`config.mk`:
```
export PLATFORM = sky130hd
export DESIGN_NAME = muldiv_unit
export DESIGN_NICKNAME = d
export VERILOG_FILES = /design/src/rtl/muldiv_unit.sv
export SDC_FILE = /design/constraint.sdc
export NUM_CORES = 1
export LEC_CHECK = 0
export CELL_PAD_IN_SITES_DETAIL_PLACEMENT = 1
export CELL_PAD_IN_SITES_GLOBAL_PLACEMENT = 2
export CORE_ASPECT_RATIO = 1.25
export CORE_MARGIN = 2
export CORE_UTILIZATION = 29
export DETAILED_ROUTE_END_ITERATION = 8
export PLACE_DENSITY = 0.75
export SYNTH_ARGS = -nofsm -noshare
export SYNTH_HDL_FRONTEND = slang
export SYNTH_SLANG_ARGS = --single-unit
```
`constraint.sdc`:
```
create_clock -name clock -period 13.3 [get_ports clock]
set_clock_uncertainty 0.2 [all_clocks]
set_input_delay 2.66 -clock clock [delete_from_list [all_inputs] [get_ports clock]]
set_output_delay 2.66 -clock clock [all_outputs]
set_load 0.05 [all_outputs]
```
`src/rtl/muldiv_unit.sv`:
```
// Iterative signed 32x32 multiply (Booth) / divide (restoring) producing a 64-bit Rc.
// Define MULDIV_RADIX4_EN for a 16-iteration radix-4 Booth multiply; the divide is unaffected.
module muldiv_unit (
  input  logic        clock,
  input  logic        clear,
  input  logic        start,
  input  logic [4:0]  opcode,
  input  logic [31:0] Ra,
  input  logic [31:0] Rb,
  output logic        busy,
  output logic        done,
  output logic        div_by_zero,
  output logic [63:0] Rc
);

  localparam logic [4:0] OP_MUL = 5'b01101;
  localparam logic [4:0] OP_DIV = 5'b01100;
`ifdef MULDIV_RADIX4_EN
  localparam logic [5:0] MUL_LAST = 6'd15;
`else
  localparam logic [5:0] MUL_LAST = 6'd31;
`endif
  localparam logic [5:0] DIV_LAST = 6'd31;

  typedef enum logic [2:0] {S_IDLE, S_MUL, S_DIV, S_FIX, S_DONE} state_t;

  state_t      state, state_nxt;
  logic [5:0]  cnt;
  logic [33:0] acc;     // Booth accumulator, or partial remainder in acc[31:0]
  logic [31:0] q;       // multiplier / dividend magnitude, becomes product low / quotient
  logic [31:0] m;       // multiplicand, or divisor magnitude
  logic        qm1;
  logic        is_div, neg_a, neg_q;

  logic [33:0] m_ext, booth_sum, acc_mul;
  logic [31:0] q_mul;
  logic        qm1_mul;
  logic [32:0] rem_sh, diff;
  logic [31:0] quo_fix, rem_fix, dividend;

  always_comb begin
    state_nxt = state;
    busy      = (state != S_IDLE);
    case (state)
      S_IDLE: if (start) begin
        if (opcode == OP_MUL)      state_nxt = S_MUL;
        else if (opcode == OP_DIV) state_nxt = S_DIV;
      end
      S_MUL:  if (cnt == MUL_LAST) state_nxt = S_FIX;
      S_DIV:  if (m == 32'd0) state_nxt = S_DONE;
              else if (cnt == DIV_LAST) state_nxt = S_FIX;
      S_FIX:  state_nxt = S_DONE;
      S_DONE: state_nxt = S_IDLE;
      default: state_nxt = S_IDLE;
    endcase
  end

  always_comb begin
    m_ext     = {{2{m[31]}}, m};
    booth_sum = acc;
`ifdef MULDIV_RADIX4_EN
    case ({q[1:0], qm1})
      3'b001, 3'b010: booth_sum = acc + m_ext;
      3'b011:         booth_sum = acc + {m_ext[32:0], 1'b0};
      3'b100:         booth_sum = acc - {m_ext[32:0], 1'b0};
      3'b101, 3'b110: booth_sum = acc - m_ext;
      default:        booth_sum = acc;
    endcase
    acc_mul = {{2{booth_sum[33]}}, booth_sum[33:2]};
    q_mul   = {booth_sum[1:0], q[31:2]};
    qm1_mul = q[1];
`else
    case ({q[0], qm1})
      2'b01:   booth_sum = acc + m_ext;
      2'b10:   booth_sum = acc - m_ext;
      default: booth_sum = acc;
    endcase
    acc_mul = {booth_sum[33], booth_sum[33:1]};
    q_mul   = {booth_sum[0], q[31:1]};
    qm1_mul = q[0];
`endif
  end

  always_comb begin
    rem_sh   = {acc[31:0], q[31]};
    diff     = rem_sh - {1'b0, m};
    quo_fix  = neg_q ? (~q + 32'd1) : q;
    rem_fix  = neg_a ? (~acc[31:0] + 32'd1) : acc[31:0];
    // q still holds |Ra| on the first divide edge, so the dividend is rebuilt from it
    dividend = neg_a ? (~q + 32'd1) : q;
  end

  always_ff @(posedge clock) begin
    if (clear) begin
      state       <= S_IDLE;
      cnt         <= 6'd0;
      done        <= 1'b0;
      div_by_zero <= 1'b0;
      Rc          <= 64'd0;
      acc         <= 34'd0;
      q           <= 32'd0;
      m           <= 32'd0;
      qm1         <= 1'b0;
      is_div      <= 1'b0;
      neg_a       <= 1'b0;
      neg_q       <= 1'b0;
    end else begin
      state <= state_nxt;
      done  <= (state == S_DONE);
      case (state)
        S_IDLE: if (start && (opcode == OP_MUL || opcode == OP_DIV)) begin
          cnt         <= 6'd0;
          div_by_zero <= 1'b0;
          acc         <= 34'd0;
          qm1         <= 1'b0;
          is_div      <= (opcode == OP_DIV);
          neg_a       <= Ra[31];
          neg_q       <= Ra[31] ^ Rb[31];
          if (opcode == OP_MUL) begin
            q <= Rb;
            m <= Ra;
          end else begin
            q <= Ra[31] ? (~Ra + 32'd1) : Ra;
            m <= Rb[31] ? (~Rb + 32'd1) : Rb;
          end
        end
        S_MUL: begin
          acc <= acc_mul;
          q   <= q_mul;
          qm1 <= qm1_mul;
          cnt <= cnt + 6'd1;
        end
        S_DIV: begin
          if (m == 32'd0) begin
            Rc          <= {dividend, 32'hFFFF_FFFF};
            div_by_zero <= 1'b1;
          end else begin
            if (!diff[32]) begin
              acc <= {1'b0, diff};
              q   <= {q[30:0], 1'b1};
            end else begin
              acc <= {1'b0, rem_sh};
              q   <= {q[30:0], 1'b0};
            end
            cnt <= cnt + 6'd1;
          end
        end
        S_FIX: begin
          if (is_div) Rc <= {rem_fix, quo_fix};
          else        Rc <= {acc[31:0], q};
        end
        default: ;
      endcase
    end
  end

endmodule

```
Word-level counts from Yosys, hierarchy flattened

Cells that the tools add are included.

Input port bits: 72
Register bits after elaboration: 177

Multiplexer cells: 32
Bitwise logic cells: 5
Equality and inequality tests: 14
Reduce and logical (&&, ||, !) cells: 15
$add $sub $neg: 8

Operators with widths:

| cell                                           | count |
|---|---|
| two-way mux 32 bit                             | 9 |
| adder 32 x 1 -> 32 bit (second input constant) | 4 |
| two-way mux 64 bit                             | 2 |
| NOT 32 bit                                     | 4 |
| case mux 64 bit (2 select lines)               | 1 |
| case mux 34 bit (3 select lines)               | 1 |
| case mux 32 bit (3 select lines)               | 1 |
| two-way mux 34 bit                             | 2 |
| case mux 34 bit (2 select lines)               | 1 |
| adder 34 bit                                   | 1 |
| subtractor 34 bit                              | 1 |
| two-way mux 33 bit                             | 1 |
| subtractor 33 x 32 -> 33 bit                   | 1 |
| logical NOT 32 bit                             | 1 |
| case mux 6 bit (3 select lines)                | 1 |
| two-way mux 3 bit                              | 5 |
| two-way mux 6 bit                              | 2 |
| case mux 3 bit (4 select lines)                | 1 |
| == test 5 x 4 -> 1 bit (second input constant) | 2 |
| inequality test 2 bit (second input constant)  | 4 |
| AND reduction 2 bit                            | 4 |
| adder 6 x 1 -> 6 bit (second input constant)   | 1 |
| == test 3 x 2 -> 1 bit (second input constant) | 2 |
| == test 6 x 5 -> 1 bit (second input constant) | 1 |
| 14 further kinds                               | 21 |

Depth between registers and ports, before layout

Gate-level depths: netlist of the first run.

Word-level depth: 6
Mapped depth: 22
Mapped depth without buffers: 19

Least setup slack after synthesis of the first run

No wires, ideal clock.

Path kind: input to register
From: in Ra[10]
To: reg q[27]
Setup slack: 8.263 ns
Arrival: 4.710 ns
Required time: 12.972 ns
Stages: 8
Path through: or4_1 > nor4_1 > nand4_1 > o41ai_1 > xor2_1 > o211ai_1 > o21ai_0 > nor2_1

Cells in the longest elaborated chain, start to end: 6

RTL lines:

| item                             | RTL line | text |
|---|---|---|
| start: declaration               | 8        | `input logic [31:0] Ra,` |
| NOT 32 bit                       | 123      | `q <= Ra[31] ? (~Ra + 32'd1) : Ra;` |
| adder 32 x 1 -> 32 bit           | 123      |  |
| two-way mux 32 bit               | 123      |  |
| two-way mux 32 bit               | 119      | `if (opcode == OP_MUL) begin` |
| two-way mux 32 bit               | 111      | `S_IDLE: if (start && (opcode == OP_MUL \|\| opcode == OP_DIV)) begin` |
| case mux 32 bit (3 select lines) | 110      | `case (state)` |
| end signal: assignment           | 120      | `q <= Rb;` |
| end signal: assignment           | 123      |  |
| end signal: assignment           | 129      | `q <= q_mul;` |
| end: declaration                 | 30       | `logic [31:0] q;` |

No other way between the ends. The select of a mux whose other input is x is not followed.
A chain may end at the register's enable or synchronous reset.

Worst setup path in the final report of the first run

From: in opcode[3]
To: reg cnt[5]

Cells in the longest elaborated chain, start to end: 5
Elaborated cells on any way between the ends: 6
Those cells by class: eq/ne (3); reduce/logical (3)

RTL lines:

| item                                       | RTL line | text |
|---|---|---|
| start: declaration                         | 7        | `input logic [4:0] opcode,` |
| == test 5 x 4 -> 1 bit                     | 111      |  |
| logical OR 1 bit (*)                       | 111      |  |
| logical AND 1 bit (*)                      | 111      |  |
| inequality test 2 bit (no source line) (*) | n/a      |  |
| AND reduction 3 bit (no source line) (*)   | n/a      |  |
| end signal: assignment                     | 131      | `cnt <= cnt + 6'd1;` |
| end signal: assignment                     | 145      | `cnt <= cnt + 6'd1;` |
| end: declaration                           | 28       | `logic [5:0] cnt;` |

Every way passes the cells marked *; elsewhere a longest branch is shown, timed or not.

==> reports/metrics.yaml, run 1 <==
global_route:
  grt_pass1_wl_mm: 101
  grt_pass1_vias: 16574
  use_met3: 0.0173
  track_usage: 0.235
  antenna_found_initial: 0
  grt_util_met2: 0.431
  gr-total-overflow: 0
  grt_max_degree: 105
  busiest_layer: "met2"
  grt_use_met1: 0.281
clock_network:
  cts_sinks: 177
  post_cts_buffers: 0
  clk_latency_ns: 0.46
  clkTransAtPathRegs_ns: 0.08
  cts_buffer_depth: 2
  ctsResizeCount: 0
  htree_levels: 4
  ctsRootBufferMaster: "clkbuf_16"
  cts_tree: "built"
  ctsHoldBuffers: 0
  cts_made_buffers: 17
worst_setup_path:
  critPathKind: "input port to flip-flop"
  cp.required_ns: 13.40
  worst_setup_path_end_kind: "flip-flop"
  path_max_fanout: 54
  cp_data_arrival_time_ns: 6.40
  startpoint_type: "input port"
route:
  firstDrtPassIters: 7
  drt_iter0_drc: 830
  drc: 0
  vias: 16167
  wire_per_inst_um: 23.4
  ant_nets: 0
  routed_wl_mm: 65.9
  via_per_inst: 5.75
synth:
  synth-edff-count: 0
  ys_types: 77
  synth_warnings: 0
  synth_ff_type: "dfxtp_1"
  synth_top_cells_by_count: "nor2_1, nand2_1, dfxtp_1"
  ys_top_cells_by_area: "dfxtp_1, xor2_1, nor2_1"
  yosysMostFrequentCell: "nor2_1"
  synth.avg_cell_area_um2: 7.30
  ys_seq_area_frac: 0.229
  ys_async_sr_fraction: 0
  ys_seq_elements: 177
  syn_nets: 2271
  netlist_instances: 2124
  synth_top_area_share: 0.229
  yosys.area.top_type: "dfxtp_1"
  synthesis.area_um2: 15500
timing:
  finalSetupViolCount: 0
  slew_violations: 0
  period_needed_ns: 6.30
  fin_crit_sh: 0.473
  worst_slack_ns: 7.00
  worstMarginPinSlew_ns: 1.22
  hold_ws_ns: 0.287
  hold_violations: 0
  setup_tns_ns: 0
  slew-limit-headroom: 0.186
  max_freq_mhz: 159
  grt_setup_unrepaired: "no"
finish:
  drive_above_1_share: 0.0397
  num_antenna_cells: 0
  layout.cells.non_filler: 2813
  nets: 2275
  final_util: 0.338
  fin_area_um2: 17800
  fillers: 6451
  syn_to_final_growth_pct: 14.9
die:
  core_um2: 52700
  start_util: 0.294
  ios: 139
  die-area_um2: 55300
  rows: 94
  die_x_um: 211
  die_h_um: 263
power:
  switching_share: 0.426
  peakVddDrop_mv: 0.0954
  p_per_area_nw_per_um2: 110
  p_seq_frac: 0.305
  comb_power_share: 0.434
  p_leak_nw: 6.33
  switching_power_uw: 835
  power_mw: 1.96
  p_int_mw: 1.13
  pwr-share-clk: 0.261
placed_design:
  gp_congestion: 0.899
  numPlacedInstances: 2781
  placed_cell_area_um2: 17200
  io_buffers: 138
  dp_slack_ns: 6.50
  dpl.hpwl_mm: 50.9
hold_path:
  hp-class: "flip-flop to flip-flop"
run_status:
  run_status: "finished clean"
job:
  maxCapViolCount: 0
-- cell usage in the layout (no fill, tap or decap), drive strengths merged, types with 18 or more instances in the layout --
cell type,instances
or3,25
nand2,201
dfxtp,177
nand3,34
nand4,21
nor4,24
clkbuf,19
a211oi,104
buf,23
nor2,255
ha,73
a31oi,27
o31ai,43
a21o,28
o21ai,102
xor2,127
inv,72
o211ai,31
mux2i,18
clkdlybuf4s50,137
nor3,62
a21oi,166
xnor2,106
a221oi,49
-- kinds of logic after synthesis --
logic type                 after synthesis  synth area share
DFF                                    177             0.229
buffers and inverters                  240            0.0598
xor gates and xnor gates               233             0.132
and+or+nand+nor                        699             0.207
muxes                                   22            0.0145
AOI/OAI and AO/OA                      678             0.297
adders and majority gates               75            0.0615
-- power groups by stage --
stage,Clock [mW],Combinational [mW],Sequential (mW)
5_1_grt,0.538,0.931,0.600
4_1_cts,0.517,0.851,0.598
3_5_place_dp,0,0.846,0.610
2_1_floorplan,0,0.578,0.606
6_report,0.511,0.852,0.598
3_3_place_gp,0,0.838,0.609
-- sequential cells by signal (all words and copies together) (netlist names) --
register,flops
cnt,6
done,1
m,32
is_div,1
qm1,1
acc,34
div_by_zero,1
state,3
Rc,64
neg_q,1
neg_a,1
q,32
-- routing by layer --
layer | up-vias | wire length, um | share of wire
met5 | - | 0 | 0
met4 | 0 | 2610 | 0.040
met3 | 85 | 1430 | 0.022
met2 | 302 | 34000 | 0.52
met1 | 7990 | 27800 | 0.42
li1 | 7790 | - | -
-- area by class of cell --
cell class                      instances  area [um^2]  area share
Clock inverter                         13          123     0.00688
Sequential cell                       177         3540       0.199
Tap cell                              672          841      0.0472
Multi-Input combinational cell       1707        11100       0.622
Clock buffer                           19          443      0.0249
Timing Repair Buffer                  160         1550      0.0869
Inverter                               65          244      0.0137
-- worst paths after layout --
kind | from | to | slack, ns | cells past startpoint
setup / recovery | opcode[3] | cnt[5] | 7.00 | 11
hold / removal | qm1 | qm1 | 0.29 | 2
setup reg to reg | q[31] | acc[25] | 7.31 | 18
hold reg to reg | qm1 | qm1 | 0.29 | 2
-- critical path, cell delays in order --
cell	delay, ns
clkdlybuf4s50_1	0.46
nand2_1	0.05
nor3_1	0.72
nand2_1	0.24
a21oi_1	0.34
o21ba_2	0.74
buf_4	0.61
nand4_1	0.23
nor2_1	0.16
xnor2_1	0.13
nor3_1	0.06
(Power assumes the default switching activity.)
==> inputs of run 2 (changes only) <==
- clock period: 13.3 -> 6 ns (I/O delays scaled with it)
==> reports/metrics.yaml, run 2 (synthesized netlist as in run 1, its figures left out) <==
finish:
  drive_above_1_share: 0.0512  # +0.0115
  nets: 2300  # +1.1%
  syn_to_final_growth_pct: 16.4
  ff_latch_area_um2: 3540  # unchanged
  largestRegisters: "Rc: 64 flops, acc: 34 flops"
  mostFrequentLayoutCells: "nor2_1, nand2_1, dfxtp_1, a21oi_1, clkdlybuf4s50_1"
  regMostFlops: "Rc"
  final_util: 0.343  # +0.00449
  multi_input_area_um2: 11100  # unchanged
  fillers: 6490  # +0.60%
  num_antenna_cells: 0  # unchanged
  mostFrequentLayoutCell: "nor2_1"
  largest_reg_flops: 64  # unchanged
global_route:
  grt_use_met1: 0.298  # +0.0163
  antenna_found_initial: 0  # unchanged
  grt_pass1_wl_mm: 105  # +3.7%
  grt_pass1_vias: 16832  # +1.6%
  use_met3: 0.0209  # +0.00359
  grt_util_met2: 0.447  # +0.0153
  gr-total-overflow: 0  # unchanged
  track_usage: 0.247  # +0.0120
  busiest_layer: "met2"
  grt_max_degree: 112  # +6.7%
clock_network:
  cts_tree: "built"
  ctsResizeCount: 0  # unchanged
  cts_buffer_depth: 2  # unchanged
  clk_latency_ns: 0.48  # +0.02 ns
  post_cts_buffers: 0  # unchanged
  clkTransAtPathRegs_ns: 0.08  # about the same
  cts_made_buffers: 17  # unchanged
  htree_levels: 4  # unchanged
  ctsHoldBuffers: 0  # unchanged
  cts_sinks: 177  # unchanged
  ctsRootBufferMaster: "clkbuf_16"
timing:
  fin_crit_sh: 0.841
  period_needed_ns: 5.04
  finalSetupViolCount: 0  # unchanged
  max_freq_mhz: 198
  grt_setup_unrepaired: "no"
  worstMarginPinSlew_ns: 1.18  # -0.0399 ns
  slew-limit-headroom: 0.212  # +0.0266
  slew_violations: 0  # unchanged
  hold_violations: 0  # unchanged
  setup_tns_ns: 0  # unchanged
worst_setup_path:
  worst_setup_path_end_kind: "flip-flop"
  cp_data_arrival_time_ns: 5.16  # -1.24 ns
  path_buf_inv: 3  # +1
  reg2reg_depth: 18  # unchanged
  critical-path-top-delay-family: "compound AO/OA/AOI/OAI gates"
  cp_cell_sequence: "inv_1, ha_1, inv_1, fa_1, a211oi_1, o21bai_1, o31a_1, a31o_2, o211ai_1, nor2b_1, o41ai_1, a21o_1, a21o_1, ha_1, buf_4, mux2_2, a221oi_1, nor3_1"
  cp_slowest_cell: "fa_1"
  cp.required_ns: 6.12  # -7.28 ns
  critPathMaxStageDelay_ns: 0.42  # -0.32 ns
  critPathKind: "flip-flop to flip-flop"
  crit_cells: 18  # +7
  path_max_fanout: 24  # -56%
  startpoint_type: "flip-flop"
route:
  firstDrtPassIters: 5  # -2
  drt_iter0_drc: 901  # +8.6%
  routed_wl_mm: 68.9  # +4.5%
  vias: 16504  # +2.1%
  via_per_inst: 5.82  # +1.2%
  ant_nets: 0  # unchanged
  wire_per_inst_um: 24.3  # +3.6%
  drc: 0  # unchanged
placed_design:
  io_buffers: 138  # unchanged
  gp_congestion: 0.896  # -0.28%
  dpl.hpwl_mm: 53.4  # +5.0%
die:
  ios: 139  # unchanged
  die_x_um: 211  # unchanged
  die_h_um: 263  # unchanged
  rows: 94  # unchanged
  core_um2: 52700  # unchanged
  start_util: 0.294  # unchanged
  die-area_um2: 55300  # unchanged
hold_path:
  hp-class: "flip-flop to flip-flop"
  min_delay_path_depth: 2  # unchanged
power:
  peakVddDrop_mv: 0.233  # +140%
  p_leak_nw: 6.47  # +2.3%
  p_per_area_nw_per_um2: 249  # +130%
run_status:
  run_status: "finished clean"
job:
  maxCapViolCount: 0  # unchanged
## run 2: cell types whose count changed in the layout (fill, tap and decap cells not counted), sizes merged
cell      change
clkinv        -1
buf          +25
bufinv        +1
inv           +1
clkinvlp      +1
clkbuf        -2
## run 2: cell type report
type | count | share of cell area
tap | 672 | 0.0466
clock buffer | 17 | 0.0236
multi-input combinational | 1707 | 0.613
clock inverter | 15 | 0.0105
sequential | 177 | 0.196
timing repair buffer | 185 | 0.0961
inverter | 65 | 0.0135
## run 2: path summary, 6_finish.rpt
check          from      to  slack (ns)
max           q[31]  acc[6]        0.96
min          cnt[1]  cnt[1]        0.28
max reg2reg   q[31]  acc[6]        0.96
min reg2reg  cnt[1]  cnt[1]        0.28
## run 2: stage by stage
stage                     power (mW)  hold WS [ns]  instances  instance area [um^2]  worst slack [ns]
after detailed placement        3.27         0.273       2806                 17400             0.995
after global routing            4.71         0.301       2838                 18100             0.557
final                           4.49         0.281       2838                 18100             0.957
after CTS                       4.50         0.284       2838                 18100             0.971
after floorplan                 2.63         0.248       2124                 15500              1.43
after global placement          3.25         0.255       2806                 17400              1.14
## run 2: layer usage
metal | part of all wire | vias to the layer above
li1 | - | 7822
met1 | 0.42 | 8222
met2 | 0.51 | 367
met3 | 0.025 | 93
met4 | 0.043 | 0
met5 | 0 | -
## run 2: worst reg2reg max path, cell delays in order (launching register included)
cell and delay, ns:
dfxtp_1 0.34, inv_1 0.14, ha_1 0.18, inv_1 0.06, fa_1 0.42, a211oi_1 0.25, o21bai_1 0.13, o31a_1 0.30
a31o_2 0.27, o211ai_1 0.31, nor2b_1 0.30, o41ai_1 0.16, a21o_1 0.20, a21o_1 0.17, ha_1 0.34, buf_4 0.35
mux2_2 0.41, a221oi_1 0.26, nor3_1 0.08
## run 2: report_power, final
| part | internal (mW) | total [mW] | switching (mW) |
|---|---|---|---|
| sequential | 1.22 | 1.31 | 0.0852 |
| combinational | 0.732 | 1.96 | 1.23 |
| clock | 0.603 | 1.22 | 0.620 |
| total | 2.56 | 4.49 | 1.93 |
